==> config.mk <==
export PLATFORM = sky130hd
export DESIGN_NAME = lut_bank_cfg
export DESIGN_NICKNAME = d
export VERILOG_FILES = /design/src/rtl/lut_bank_cfg.sv
export SDC_FILE = /design/constraint.sdc
export NUM_CORES = 1
export LEC_CHECK = 0
export ABC_AREA = 1
export CAP_MARGIN = 40
export CORE_MARGIN = 1
export CORE_UTILIZATION = 30
export CTS_CLUSTER_SIZE = 28
export DETAILED_ROUTE_END_ITERATION = 8
export GPL_ROUTABILITY_DRIVEN = 0
export PLACE_DENSITY = 0.54
export SETUP_SLACK_MARGIN = 0.2
export SYNTH_ARGS = -nofsm -noshare
export SYNTH_HDL_FRONTEND = slang
export SYNTH_SLANG_ARGS = --single-unit
==> constraint.sdc <==
create_clock -name i_clk -period 2.05 [get_ports i_clk]
set_clock_uncertainty 0.15 [all_clocks]
set_input_delay 0.205 -clock i_clk [delete_from_list [all_inputs] [get_ports i_clk]]
set_output_delay 0.205 -clock i_clk [all_outputs]
set_load 0.02 [all_outputs]
==> src/rtl/lut_bank_cfg.sv <==
// lut_bank_cfg: bank of LANES runtime-programmable K-input LUTs with a streamed config loader.
//   Ports: i_clk, i_rst_n (async, active-low)
//          i_cfg_start/i_cfg_valid/i_cfg_data -> o_cfg_ready/o_cfg_done/o_cfg_busy (loader)
//          i_in (LANES*K) -> o_out (LANES), o_out_valid (evaluation, gated by ARMED)
//          i_rd_en/i_rd_addr -> o_rd_data/o_rd_valid (mask readback)
//   Optional feature macro: LUT_BANK_READBACK_EN enables readback; otherwise o_rd_* are tied to 0.
module lut_bank_cfg #(
    parameter int K     = 6,
    parameter int LANES = 4,
    parameter int CFG_W = 8,
    localparam int M    = 1 << K,
    localparam int WPL  = M / CFG_W,
    localparam int NW   = LANES * WPL,
    localparam int AW   = (NW > 1) ? $clog2(NW) : 1
) (
    input  logic                 i_clk,
    input  logic                 i_rst_n,
    input  logic                 i_cfg_start,
    input  logic                 i_cfg_valid,
    input  logic [CFG_W-1:0]     i_cfg_data,
    output logic                 o_cfg_ready,
    output logic                 o_cfg_done,
    output logic                 o_cfg_busy,
    input  logic [LANES*K-1:0]   i_in,
    output logic [LANES-1:0]     o_out,
    output logic                 o_out_valid,
    input  logic                 i_rd_en,
    input  logic [AW-1:0]        i_rd_addr,
    output logic [CFG_W-1:0]     o_rd_data,
    output logic                 o_rd_valid
);
    typedef enum logic [1:0] {IDLE, LOAD, ARMED} state_t;
    state_t          r_state;
    state_t          w_next;
    logic [AW-1:0]   r_wp;
    logic            r_done;
    logic [M-1:0]    r_mask [LANES];
    logic            w_acc;
    logic            w_last;
    // A restart in the same cycle as a valid word wins; the word is dropped.
    assign w_acc  = i_cfg_valid && (r_state == LOAD) && !i_cfg_start;
    assign w_last = r_wp == AW'(NW - 1);
    always_ff @(posedge i_clk or negedge i_rst_n) begin
        if (!i_rst_n) r_state <= IDLE;
        else          r_state <= w_next;
    end
    always_comb begin
        w_next = i_cfg_start ? LOAD : (w_acc && w_last) ? ARMED : r_state;
    end
    always_comb begin
        o_cfg_ready = r_state == LOAD;
        o_cfg_busy  = r_state == LOAD;
        o_out_valid = r_state == ARMED;
        o_cfg_done  = r_done;
        for (int l = 0; l < LANES; l++)
            o_out[l] = (r_state == ARMED) && r_mask[l][i_in[l*K +: K]];
    end
    // Word wp lands in lane wp/WPL at bit offset (wp%WPL)*CFG_W; mask bits persist until overwritten.
    always_ff @(posedge i_clk or negedge i_rst_n) begin
        if (!i_rst_n) begin
            r_wp   <= '0;
            r_done <= 1'b0;
            for (int l = 0; l < LANES; l++) r_mask[l] <= '0;
        end else begin
            r_done <= w_acc && w_last;
            if (i_cfg_start)
                r_wp <= '0;
            else if (w_acc)
                r_wp <= w_last ? '0 : r_wp + 1'b1;
            if (w_acc)
                for (int l = 0; l < LANES; l++)
                    for (int w = 0; w < WPL; w++)
                        if (r_wp == AW'(l*WPL + w)) r_mask[l][w*CFG_W +: CFG_W] <= i_cfg_data;
        end
    end
`ifdef LUT_BANK_READBACK_EN
    logic               w_rd_ok;
    logic [CFG_W-1:0]   w_rd_word;
    logic [CFG_W-1:0]   r_rd_data;
    logic               r_rd_valid;
    assign w_rd_ok = i_rd_en && (r_state != LOAD) && (32'(i_rd_addr) < NW);
    always_comb begin
        w_rd_word = '0;
        for (int l = 0; l < LANES; l++)
            for (int w = 0; w < WPL; w++)
                if (i_rd_addr == AW'(l*WPL + w)) w_rd_word = r_mask[l][w*CFG_W +: CFG_W];
    end
    always_ff @(posedge i_clk or negedge i_rst_n) begin
        if (!i_rst_n) begin
            r_rd_data  <= '0;
            r_rd_valid <= 1'b0;
        end else begin
            r_rd_valid <= w_rd_ok;
            if (w_rd_ok) r_rd_data <= w_rd_word;
        end
    end
    assign o_rd_data  = r_rd_data;
    assign o_rd_valid = r_rd_valid;
`else
    logic w_unused_rd;
    assign w_unused_rd = ^{i_rd_en, i_rd_addr};
    assign o_rd_data   = '0;
    assign o_rd_valid  = 1'b0;
`endif
endmodule

# After elaboration in Yosys (flattened, before gate mapping)
# Index checks and enable logic that the tools add are counted.
[word_totals] ff_bits=264 latchBits=0 ram_bits=0 romBits=0 inputBits=42 out_inout_bits=17 word_cells=129 memories=0
[op_classes] add_sub_neg=1 mul=0 div_mod_pow=0 order_cmp=4 n_eq_ne=33 n_shift=0 mux=13 bitwise=0 reduce_logical=43
[ops] operator="equality test 5 bit (second input constant)" count=16
[ops] operator="AND reduction 2 bit" count=32
[ops] operator="equality test 5 x 4 -> 1 bit (second input constant)" count=8
[ops] operator="< comparator 6 x 7 -> 1 bit (second input constant)" count=4
[ops] operator="binary-select mux 1 bit (select 6 bit)" count=4
[ops] operator="equality test 5 x 3 -> 1 bit (second input constant)" count=4
[ops] operator="two-way mux 5 bit" count=3
[ops] operator="equality test 5 x 2 -> 1 bit (second input constant)" count=2
[ops] operator="logical AND 1 bit" count=7
[ops] operator="adder 5 x 1 -> 5 bit (second input constant)" count=1
[ops] operator="equality test 5 x 1 -> 1 bit (second input constant)" count=1
[ops] operator="logical NOT 5 bit" count=1
[ops] operator="two-way mux 1 bit" count=4
[ops] operator="two-way mux 2 bit" count=2
[ops] operator="nonzero test 2 bit" count=2
[ops] operator="equality test 2 x 1 -> 1 bit (second input constant)" count=1
[ops] operator="equality test 2 bit (second input constant)" count=1
[ops] operator="logical NOT 1 bit" count=1

# Longest topological paths before layout
[depth] depth_word=6 depth_mapped=11 depth_no_buf=9

# Worst setup path before layout
# OpenSTA, ideal clock, no wires.
[synth_timing] path_kind="register to register" startpoint="reg r_state[1]" endpoint="reg r_mask[159] in the netlist's numbering" setup_time_ps=133 arrival_ps=1649 required_ps=1767 setup_slack_ps=118 stages_incl_launch_ff=11 path_buffers=2 synth_period_minus_slack_ps=1932 cell_sequence="dfrtp_1 nor2_2 nand2_1 nor2_2 inv_2 nor2_4 buf_8 nand2_1 buf_6 nand2_1 o21ai_0"
[synth_between] elab_chain_cells=4
[synth_lines] element="start: declaration" line_no="33" source="state_t r_state;"
[synth_lines] element="start signal: assignment" line_no="45" source="else r_state <= w_next;"
[synth_lines] element="equality test 2 x 1 -> 1 bit"
[synth_lines] element="net o_cfg_busy" line_no="23" source="output logic o_cfg_busy,"
[synth_lines] element="logical AND 1 bit (2 in a row)" line_no="41" source="assign w_acc = i_cfg_valid && (r_state == LOAD) && !i_cfg_start;"
[synth_lines] element="AND reduction 2 bit (no line)"
[synth_lines] element="end signal: indexed assignment" line_no="73" source="if (r_wp == AW'(l*WPL + w)) r_mask[l][w*CFG_W +: CFG_W] <= i_cfg_data;"
[synth_lines] element="end: declaration" line_no="37" source="logic [M-1:0] r_mask [LANES];"
# The timed path passes the listed nets, and every way through them passes these cells.
# A chain may end at the register's enable or synchronous reset.

# Final worst setup path
[layout_timing] startpoint="reg r_mask[18] in the netlist's numbering" endpoint="out o_out[3]"
[layout_between] elab_chain_cells=3
[layout_lines] element="binary-select mux 1 bit (select 6 bit)" line_no="56" source="o_out[l] = (r_state == ARMED) && r_mask[l][i_in[l*K +: K]];"
[layout_lines] element="two-way mux 1 bit (not written as such)" line_no="56"
[layout_lines] element="logical AND 1 bit" line_no="56"
[layout_lines] element="end: declaration" line_no="25" source="output logic [LANES-1:0] o_out,"
# No other way between the ends. The select of a mux whose other input is x is not followed.

==> summary.txt <==
status: finished with violations
failing checks: negative setup slack
I/O Buffers: 43
fill cell count: 3875
Max Cap Viol: 0
Reg clk slew, reported paths: 0.06 ns
final number of hold-violating endpoints: 0
die height: 205.5 um
number of routed nets with antenna violations: 0
pwr dens: 707.8 mW/mm^2
Top Ports: 59
Post-Synthesis Cell Area: 0.01243 sq mm
Top FF cell, synth: dfrtp_1
vias in the first global route: 10940
LEAKAGE: 0.007941 uW
final wirelength: 39670 um
Max FO, Critical Path: 2
Skew-Pair Late Insertion Delay: 0.56 ns
ant diodes: 0
most instantiated library cell after synthesis: nand2_1
# DRC: 0
clock tree sinks: 264
Avg WL per Cell: 17.53 um
top area cells in the synthesized netlist: dfrtp_1, nand2_1, o21ai_0
CP arrival: 1.83 ns
share of layout cells above drive strength 1: 32.93%
TritonCTS clock tree: done
Yosys warnings: 0
first-pass GRT wire length: 61650 um
Post-synth ARST share: 100.0%
drt first pass iters: 4
die area: 0.04225 sq mm
CP max-delay cell: dfrtp_1
Distinct cells, synth: 28
Placed Instances: 2112
via count: 11350
fin worst setup slack: -0.1328 ns
Final nets: 1755
fin crit share: 106.5%
area leader, netlist: dfrtp_1
DP HPWL: 20400 um
Clock Tree Buf Depth: 3
flops & latches, synth: 264
Worst Hold Class: input port to async pin
Post-synth EDFFs: 0
Starting Density: 30.44%
Seq/Total Area, Yosys: 53.15%
max frequency: 458.1 MHz
Crit. End Element: output pin
num rows: 74
final slew viol count: 0
required time worst endpoint: 1.69 ns
most used cell, CP: nand3_2
grt total ovfl: 0
final setup fails: 72
peak supply drop: 0.7521 mV
Area Overhead vs Synth: 45.31%
CTS root buffer: clkbuf_16
final hold slack: 0.008204 ns
initial DRC count: 702
CP cell instances: nand2_1, nand3_2, nand3_2, nand2_2, nand2_1, nand3_1, nand3_2, a21oi_2, buf_6
RSZ-0062 raised after global routing: yes
fin crit period: 2.183 ns
Mean Syn Cell Area: 8.014 sq um
Crit path largest cell delay: 0.41 ns
core footprint: 0.04083 sq mm
Die Span X: 205.5 um
vias per cell: 5.017
Inserted Clock Buffers: 30
initial antenna violation count: 0
Yosys top cell area share: 53.15%
H-tree depth: 1
largest net degree at the start of global routing: 64
Syn Inst Count: 1551
Finished Layout Cells: 2263
Post-synth top cells: nand2_1, dfrtp_1, o21ai_0
critical path class: flip-flop to output pin
CP startpoint kind: flip-flop
all-layer global routing usage: 18.62%
-- stage by stage --
| stage | setup slack [ns] | power [uW] | util [%] | setup TNS (ns) | instance area, sq um |
|---|---|---|---|---|---|
| final | -0.1328 | 12780 | 44.23 | -3.048 | 18060 |
| after global routing | -0.2503 | 13250 | 44.23 | -12.37 | 18060 |
| after CTS | -0.1045 | 12730 | 40.85 | -1.867 | 16680 |
| after detailed placement | -0.6591 | 6829 | 34.64 | -2.658 | 14140 |
| after global placement | -0.6647 | 6821 | 34.64 | -2.586 | 14140 |
| after floorplan | 0.1981 | 6234 | - | 0 | 12480 |
-- worst paths after layout --
kind                                  start           to  slack [ns]  cells past startpoint
worst max-delay path             r_mask[18]     o_out[3]       -0.13                      9
worst min-delay path                i_rst_n  r_mask[142]       0.008                      2
worst max register to register   r_state[0]   r_mask[17]       -0.08                     13
worst min register to register  r_mask[184]  r_mask[184]        0.34                      2
max in group asynchronous           i_rst_n   r_mask[44]        0.98                      3
min in group i_clk              i_cfg_start   r_state[1]        0.25                      2
-- critical path, delay by kind of cell (launching register included) --
kind	cells	cell delay (ns)
buffers and inverters	1	0.14
AOI/OAI and AO/OA	1	0.19
and+or+nand+nor	7	0.52
DFF	1	0.41
-- area by class of cell --
class                      count  area [sq um]  area share, %
clock inverter                15         185.2          1.025
timing repair inverter         3         28.78         0.1593
timing repair buffer         223          2960          16.39
inverter                      49         198.9          1.101
tap                          532         665.6          3.685
clock buffer                  41         873.3          4.835
sequential                   264          6606          36.58
multi-input combinational   1136          6543          36.22
-- cell families after synthesis --
group / count (synthesis) / synth area share (%)
other cells: 1 / 0.03017
buf+inv: 164 / 6.493
xor+xnor: 1 / 0.07048
simple gates: 848 / 28.86
compound gates: 267 / 10.79
fa+ha+maj: 6 / 0.6040
flops: 264 / 53.15
-- per-layer routing --
layer | vias to the layer above | share of wire [%] | wire [um] | track usage [%]
li1 | 5434 | - | - | -
met1 | 5585 | 45 | 18010 | 25.66
met4 | 0 | 2.0 | 791 | 5.317
met3 | 56 | 4.9 | 1925 | 2.122
met5 | - | 0 | 0 | 0
met2 | 278 | 48 | 18950 | 30.71
-- registers in the layout (all words and copies together), names as in the netlist --
name,count
r_mask,256
o_cfg_done,1
r_wp,5
r_state,2
-- cells in the final DEF, fill, tap and decap left out, types with 5 or more instances in the layout --
cell type	Yosys	routed
nand3_1	217	186
conb_1	1	9
nand4_1	10	10
clkbuf_8	0	6
clkdlybuf4s50_1	0	30
nand2_1	598	414
nor2_4	2	10
dfrtp_1	264	264
buf_12	0	55
nand3_2	1	31
nand2_8	0	14
inv_1	46	40
buf_4	11	75
nand3_4	3	7
ha_1	6	5
nand2_2	0	127
buf_8	1	7
o21ai_1	10	135
o21ai_2	0	73
buf_16	0	14
o21ai_0	251	53
nor2_2	2	5
inv_2	1	6
clkinv_2	0	7
clkbuf_16	0	31
buf_6	15	30
nand2_4	0	43
-- repair_timing --
| action | 4_1_cts | 5_1_grt |
|---|---|---|
| gates cloned | 25 | 7 |
| pin swaps | 45 | 70 |
| endpoints found under the hold margin | 264 | 0 |
| gates resized for setup | 370 | 343 |
| endpoints found under the setup margin | 247 | 261 |
| hold buffers | 1 | 0 |
| setup buffers | 23 | 39 |
-- power by group --
group / total [uW] / internal [uW] / switching (uW)
clock: 5720 / 3470 / 2250
combinational: 1470 / 601 / 874
sequential: 5590 / 5430 / 159
Note: power is estimated with default switching activity, not from simulation.
